<file path="config.mk">
export PLATFORM = sky130hd
export DESIGN_NAME = can_dlc_payload_tracker
export DESIGN_NICKNAME = d
export VERILOG_FILES = /design/src/rtl/can_dlc_payload_tracker.sv
export SDC_FILE = /design/constraint.sdc
export NUM_CORES = 1
export LEC_CHECK = 0
export ABC_AREA = 1
export CAP_MARGIN = 5
export CELL_PAD_IN_SITES_DETAIL_PLACEMENT = 0
export CELL_PAD_IN_SITES_GLOBAL_PLACEMENT = 1
export CORE_MARGIN = 8
export CORE_UTILIZATION = 32
export CTS_CLUSTER_SIZE = 24
export DETAILED_ROUTE_END_ITERATION = 6
export PLACE_DENSITY_LB_ADDON = 0.1
export SYNTH_ARGS = -nofsm -noshare
export SYNTH_HDL_FRONTEND = slang
export SYNTH_SLANG_ARGS = --single-unit
</file>
<file path="constraint.sdc">
create_clock -name clk -period 1.7 [get_ports clk]
set_clock_uncertainty 0.2 [all_clocks]
set_input_delay 0.34 -clock clk [delete_from_list [all_inputs] [get_ports clk]]
set_output_delay 0.34 -clock clk [all_outputs]
set_load 0.01 [all_outputs]
</file>
<file path="src/rtl/can_dlc_payload_tracker.sv">
// Latches the DLC, decodes it to a clamped payload length and CRC select, then counts data bytes to completion.
// Latency: length/CRC one cycle after dlc_valid_i; no backpressure, since all inputs are single-cycle strobes.
module can_dlc_payload_tracker #(
  parameter int FD_ENABLE = 1,
  parameter int MAX_BYTES = 64,
  parameter int CNT_W     = 7
) (
  input  logic             clk,
  input  logic             rst_n,
  input  logic             frame_start_i,
  input  logic             abort_i,
  input  logic             dlc_valid_i,
  input  logic [3:0]       dlc_i,
  input  logic             fd_frame_i,
  input  logic             byte_strobe_i,
  output logic [CNT_W-1:0] data_len_o,
  output logic [CNT_W-1:0] byte_cnt_o,
  output logic             last_byte_o,
  output logic             data_done_o,
  output logic [1:0]       crc_len_o,
  output logic             busy_o,
  output logic             overflow_o
);

  typedef enum logic [1:0] {S_IDLE, S_DATA, S_DONE} state_t;

  state_t state, state_nxt;

  function automatic logic [7:0] decode(input logic [3:0] d, input logic fd);
    logic [7:0] len;
    len = {4'd0, d};
    if (d > 4'd8) begin
      if (!fd) begin
        len = 8'd8;
      end else begin
        case (d)
          4'h9:    len = 8'd12;
          4'hA:    len = 8'd16;
          4'hB:    len = 8'd20;
          4'hC:    len = 8'd24;
          4'hD:    len = 8'd32;
          4'hE:    len = 8'd48;
          default: len = 8'd64;
        endcase
      end
    end
    return len;
  endfunction

  logic             fd_eff;
  logic [7:0]       dec_len;
  logic             clamp;
  logic [CNT_W-1:0] len_nxt;
  logic [1:0]       crc_nxt;
  logic             len_zero;

  assign fd_eff   = (FD_ENABLE != 0) && fd_frame_i;
  assign dec_len  = decode(dlc_i, fd_eff);
  assign clamp    = dec_len > 8'(MAX_BYTES);
  assign len_nxt  = clamp ? CNT_W'(MAX_BYTES) : CNT_W'(dec_len);
  // CRC choice follows the unclamped length: the frame on the wire is what it is.
  assign crc_nxt  = !fd_eff ? 2'd0 : ((dec_len <= 8'd16) ? 2'd1 : 2'd2);
  assign len_zero = (len_nxt == '0);

  assign busy_o      = (state == S_DATA);
  assign last_byte_o = busy_o && (byte_cnt_o == data_len_o - CNT_W'(1));

  always_ff @(posedge clk or negedge rst_n) begin
    if (!rst_n) begin
      state <= S_IDLE;
    end else begin
      state <= state_nxt;
    end
  end

  always_comb begin
    state_nxt = state;
    if (abort_i || frame_start_i) begin
      state_nxt = S_IDLE;
    end else begin
      case (state)
        S_IDLE: if (dlc_valid_i) state_nxt = len_zero ? S_DONE : S_DATA;
        S_DATA: if (byte_strobe_i && last_byte_o) state_nxt = S_DONE;
        default: state_nxt = state;
      endcase
    end
  end

  always_ff @(posedge clk or negedge rst_n) begin
    if (!rst_n) begin
      data_len_o  <= '0;
      byte_cnt_o  <= '0;
      data_done_o <= 1'b0;
      crc_len_o   <= 2'd0;
      overflow_o  <= 1'b0;
    end else begin
      data_done_o <= 1'b0;
      if (abort_i) begin
        // Length, CRC select and overflow survive an abort for error reporting.
        byte_cnt_o <= '0;
      end else if (frame_start_i) begin
        data_len_o <= '0;
        byte_cnt_o <= '0;
        overflow_o <= 1'b0;
      end else begin
        case (state)
          S_IDLE: begin
            if (dlc_valid_i) begin
              data_len_o  <= len_nxt;
              crc_len_o   <= crc_nxt;
              byte_cnt_o  <= '0;
              data_done_o <= len_zero;
              if (clamp) overflow_o <= 1'b1;
            end else if (byte_strobe_i) begin
              overflow_o <= 1'b1;
            end
          end
          S_DATA: begin
            if (byte_strobe_i) begin
              byte_cnt_o  <= byte_cnt_o + CNT_W'(1);
              data_done_o <= last_byte_o;
            end
          end
          default: begin
            if (byte_strobe_i) overflow_o <= 1'b1;
          end
        endcase
      end
    end
  end

endmodule

</file>
== Word level (Yosys, flattened, before mapping) ==
Cells that the tools add are included.

* Register bits after elaboration: 20
* Input port bits: 11
* Output and inout bits: 20

* Add/subtract/negate cells: 2
* $lt $le $gt $ge: 3
* Equality and inequality tests: 14
* Muxes and demuxes: 29
* Bitwise logic cells: 2
* Reductions and logical operators: 14

{| class="wikitable"
|+ Operators by type and width
! cell !! count
|-
| two-way mux 7 bit || 8
|-
| one-hot mux 7 bit (6 select lines) || 1
|-
| == test 4 bit, second input constant || 6
|-
| two-way mux 8 bit || 2
|-
| one-hot mux 7 bit (2 select lines) || 1
|-
| two-way mux 2 bit || 6
|-
| != test 4 bit, second input constant || 3
|-
| AND reduction 3 bit || 4
|-
| > comparator 8 x 7 -> 1 bit, second input constant || 1
|-
| <= comparator 8 x 5 -> 1 bit, second input constant || 1
|-
| two-way mux 1 bit || 8
|-
| adder 7 x 1 -> 7 bit, second input constant || 1
|-
| == test 7 bit || 1
|-
| logical NOT 7 bit || 1
|-
| subtractor 7 x 1 -> 7 bit, second input constant || 1
|-
| > comparator 4 bit, second input constant || 1
|-
| one-hot mux 1 bit (2 select lines) || 2
|-
| one-hot mux 2 bit (2 select lines) || 1
|-
| AND reduction 4 bit || 1
|-
| nonzero test 2 bit || 2
|-
| nonzero test 4 bit || 1
|-
| != test 3 x 1 -> 1 bit, second input constant || 1
|-
| != test 3 bit, second input constant || 1
|-
| nonzero test 3 bit || 1
|-
| 6 further kinds || 8
|}

== Logic depth before layout (Yosys ltp) ==
* Word-level depth: 11
* Depth in mapped cells: 12

== Worst setup path before layout ==
Ideal clock, no wire load.

* Path type: reg-to-output
* Start point: reg data_len_o[0]
* End point: out last_byte_o
* Arrival: 1.501 ns
* Path slack: -0.341 ns
* Stages on the path, launching flop included: 7
* Buffers on the path: 0
* Path through: dfrtp_1 > inv_1 > ha_1 > xnor2_1 > nor2_1 > nand3_1 > nor4_1

* Cells in the longest elaborated chain, start to end: 3

{| class="wikitable"
|+ RTL lines
! what !! line !! RTL
|-
| from (decl) || 16 || <nowiki>output logic [CNT_W-1:0] data_len_o,</nowiki>
|-
| from (signal assigned) || 109 || <nowiki>data_len_o <= len_nxt;</nowiki>
|-
| subtractor 7 x 1 -> 7 bit || 66 || <nowiki>assign last_byte_o = busy_o && (byte_cnt_o == data_len_o - CNT_W'(1));</nowiki>
|-
| == test 7 bit || 66 ||
|-
| logical AND 1 bit || 66 ||
|-
| to (decl) || 18 || <nowiki>output logic last_byte_o,</nowiki>
|}

No other way between the ends.

== Worst setup path in the final report ==
Same ends and word-level chain as after synthesis.

==> qor.yml <==
critical_path:
  crit_fanout: 3
  endpoint_kind: "primary output"
  crit_type: "reg -> out"
  r2r_end: "state[0]$_DFFE_PN0P_"
  reg2regPathDepth: 14
  rrSetupSlack_ns: -0.22
  worst_ep_required_time_ns: 1.16
  cp_data_arrival_time_ns: 1.68
  r2r-start: "data_len_o[0]$_DFFE_PN0P_"
  cp-start-kind: "register"
sta:
  period_share_pct: 131
  slew_violations: 0
  hold_viol: 0
  period_minus_slack_ns: 2.22
  setup_viol: 7
  tightest_slew_ns: 0.284
  clock.fmax_mhz: 450
  rsz0062_at_grt: "yes"
  worst_slack_ns: -0.522
  maxSlewHeadroom_pct: 81.0
synthesis:
  synthAdderAreaFrac_pct: 1.85
  synth.avg_cell_area_um2: 7.10
  synthTopCellsByArea: "dfrtp_1 (37%), nand2_1 (14%), inv_1 (8.3%), nor2_1 (6.6%), nand3_1 (4.8%)"
  synth_xor_area_share_pct: 4.52
  yosysTopAreaCell: "dfrtp_1"
  yosysWarnings: 0
  synth-simple-area-share_pct: 33.9
  synth_fp_nets: 204
  ys_ff_latch: 20
  synthCells: 191
  synth_compound_area_share_pct: 12.5
  ys_seq_area_share_pct: 36.9
  synthesis.area_um2: 1360
  synth_top_cell_area_share_pct: 36.9
  ys_types: 30
  synth.area.mux_share_pct: 0
  synth_top_family_by_area: "simple AND/OR/NAND/NOR gates"
die:
  die_area_um2: 6580
  rows: 23
  die_x_um: 81.1
  core-area_um2: 4030
  start_util_pct: 33.7
  ios: 31
  die_y_um: 81.1
power:
  p_switching_w: 0.000428
  p_seq_share_pct: 38.0
  p_int_w: 0.000949
  combPwrFrac_pct: 35.2
  power_frac_clock_pct: 26.9
  total_power_w: 0.00138
  p_leak_nw: 1.32
  p_per_area_nw_per_um2: 570
  ir_worst_vdd_mv: 0.377
  p_sw_share_pct: 31.1
flow_run:
  cap_violations: 0
routing:
  wl_per_cell_um: 12.4
  vias: 1592
  via_per_inst: 4.63
  initialDrtViolationCount: 67
  drt_first_pass_iters: 4
  routed_wl_mm: 4.27
  ant_nets: 0
  drc_errors: 0
clocking:
  cts_htree_levels: 1
  clk_pin_slew_ns: 0.08
  clockBufferDepth: 2
  numCtsBuffers: 3
  cts_tree: "built"
  clockRootBuffer: "clkbuf_8"
  clock_latency_ns: 0.26
  numClockSinks: 20
grt:
  grt_first_pass_wirelength_mm: 7.02
  grt_pass1_vias: 1609
  overflow: 0
  grt_max_degree: 21
  grt_use_total_pct: 13.4
  antenna_found_initial: 0
layout:
  drive_gt1_share_pct: 43.5
  synthToLayoutAreaGrowth_pct: 78.1
  antenna_cells: 0
  nNetsFinal: 308
  finish.utilization_pct: 60.0
  n_fill_cell: 390
place:
  io_buffers: 30
  dpl_worst_slack_ns: -0.620
  place_congestion: 0.850
  place_hpwl_mm: 3.37
run_status:
  violations: "negative setup slack"
  status: "complete, but fails checks"
worst_hold_path:
  min-delay-path-class: "in -> async"
==> power groups by stage <==
| stage | clock network [W] | logic, W | registers [W] |
|---|---|---|---|
| 6_report | 0.000370 | 0.000484 | 0.000523 |
| 3_5_place_dp | 0 | 0.000431 | 0.000532 |
| 2_1_floorplan | 0 | 0.000188 | 0.000543 |
| 4_1_cts | 0.000380 | 0.000447 | 0.000522 |
| 3_3_place_gp | 0 | 0.000424 | 0.000532 |
| 5_1_grt | 0.000395 | 0.000534 | 0.000526 |
==> stage by stage <==
stage | TNS, ns | std cells | hold WS (ns) | cell area, µm²
after global routing | -2.26 | 344 | 0.251 | 2420
after detailed placement | -3.92 | 329 | 0.270 | 2200
after global placement | -3.51 | 329 | 0.268 | 2200
after floorplan | -0.0953 | 191 | -0.156 | 1390
final | -1.26 | 344 | 0.215 | 2420
after CTS | -1.03 | 338 | 0.219 | 2290
==> state kept, by name, summed over array words and instances, names as in the netlist <==
| name | count |
|---|---|
| data_len_o | 7 |
| crc_len_o | 2 |
| data_done_o | 1 |
| byte_cnt_o | 7 |
| state | 2 |
| overflow_o | 1 |
==> repair_timing <==
| action | CTS | global route |
|---|---|---|
| hold endpoints to repair | 0 | 0 |
| hold buffers | 0 | 0 |
| buffers inserted | 5 | 7 |
| resized for setup | 44 | 35 |
| setup endpoints to repair | 25 | 21 |
| pin swaps | 2 | 19 |
==> cells in the final DEF (no fill, tap or decap), types with 2 or more instances in the layout <==
cell type        Yosys  final
buf_4                1     65
nand2_1             49     42
inv_1               30     24
dfrtp_1             20     18
nor2_1              24     16
dlygate4sd2_1        0     14
inv_2                4      9
nand3_1             13      9
nand2_2              2      9
clkdlybuf4s50_1      0      8
nand3_2              2      6
nor2_2               0      6
o21ai_1              2      6
nor2_4               3      5
buf_6                0      5
xnor2_1              4      4
clkbuf_8             0      4
buf_2                0      4
xor2_1               3      3
o21ai_0              8      3
o22ai_1              5      3
dlymetal6s2s_1       0      3
nand2_4              2      2
nand4_1              2      2
inv_4                1      2
o211ai_1             2      2
a21oi_1              3      2
o22ai_2              0      2
dfrtp_2              0      2
==> logic make-up (layout without fill, tap and decap cells) <==
group           Yosys count  after routing
fa+ha+maj                 2              2
xor+xnor                  7              7
simple gates            100            100
buf+inv                  36            139
flops                    20             20
compound gates           26             26
==> final cells by class <==
cell class                 instances  area [µm²]  area share (%)
multi-input combinational        135         835            34.5
timing repair buffer             100         825            34.1
inverter                          35         136            5.64
sequential                        20         503            20.8
clock buffer                       4        55.1            2.28
tap                               50        62.6            2.59
==> Yosys cell counts <==
master	count
ha_1	2
xor2_1	3
o2111ai_1	1
o211ai_1	2
nor4_1	1
nor2_1	24
nand3_2	2
nor2_4	3
nand2_1	49
o21bai_1	1
a31oi_1	1
a22o_1	1
nand2_2	2
a32o_1	1
nor3b_1	1
o21ai_1	2
nand2_4	2
inv_2	4
a21oi_1	3
nand3_1	13
buf_4	1
inv_4	1
o22ai_1	5
xnor2_1	4
nand4_1	2
inv_1	30
nor3_1	1
dfrtp_1	20
o21ai_0	8
a21oi_4	1
==> worst max-delay path by stage <==
stage,start,to,slack [ns],depth (start not counted)
detailed placement,data_len_o[1]$_DFFE_PN0P_,last_byte_o,-0.62,9
floorplan,data_len_o[0]$_DFFE_PN0P_,last_byte_o,-0.1,8
finish,data_len_o[0]$_DFFE_PN0P_,last_byte_o,-0.52,7
global placement,data_len_o[1]$_DFFE_PN0P_,last_byte_o,-0.57,9
CTS,data_len_o[1]$_DFFE_PN0P_,last_byte_o,-0.48,9
global route,data_len_o[0]$_DFFE_PN0P_,last_byte_o,-0.61,7
==> layer usage <==
layer / GRT usage [%] / wire length (µm) / vias up
met1: 16.2 / 1920 / 732
met4: 4.46 / 64 / 0
li1: - / - / 816
met2: 23.3 / 2070 / 37
met3: 2.43 / 217 / 7
met5: 0 / 0 / -
==> critical path: stages (launching register included) <==
cell and delay [ns]:
dfrtp_1 0.39, inv_2 0.10, ha_4 0.21, xnor2_1 0.13
nor2_2 0.10, nand3_2 0.12, nor4_4 0.21, buf_2 0.17
Note: power is estimated with default switching activity, not from simulation.
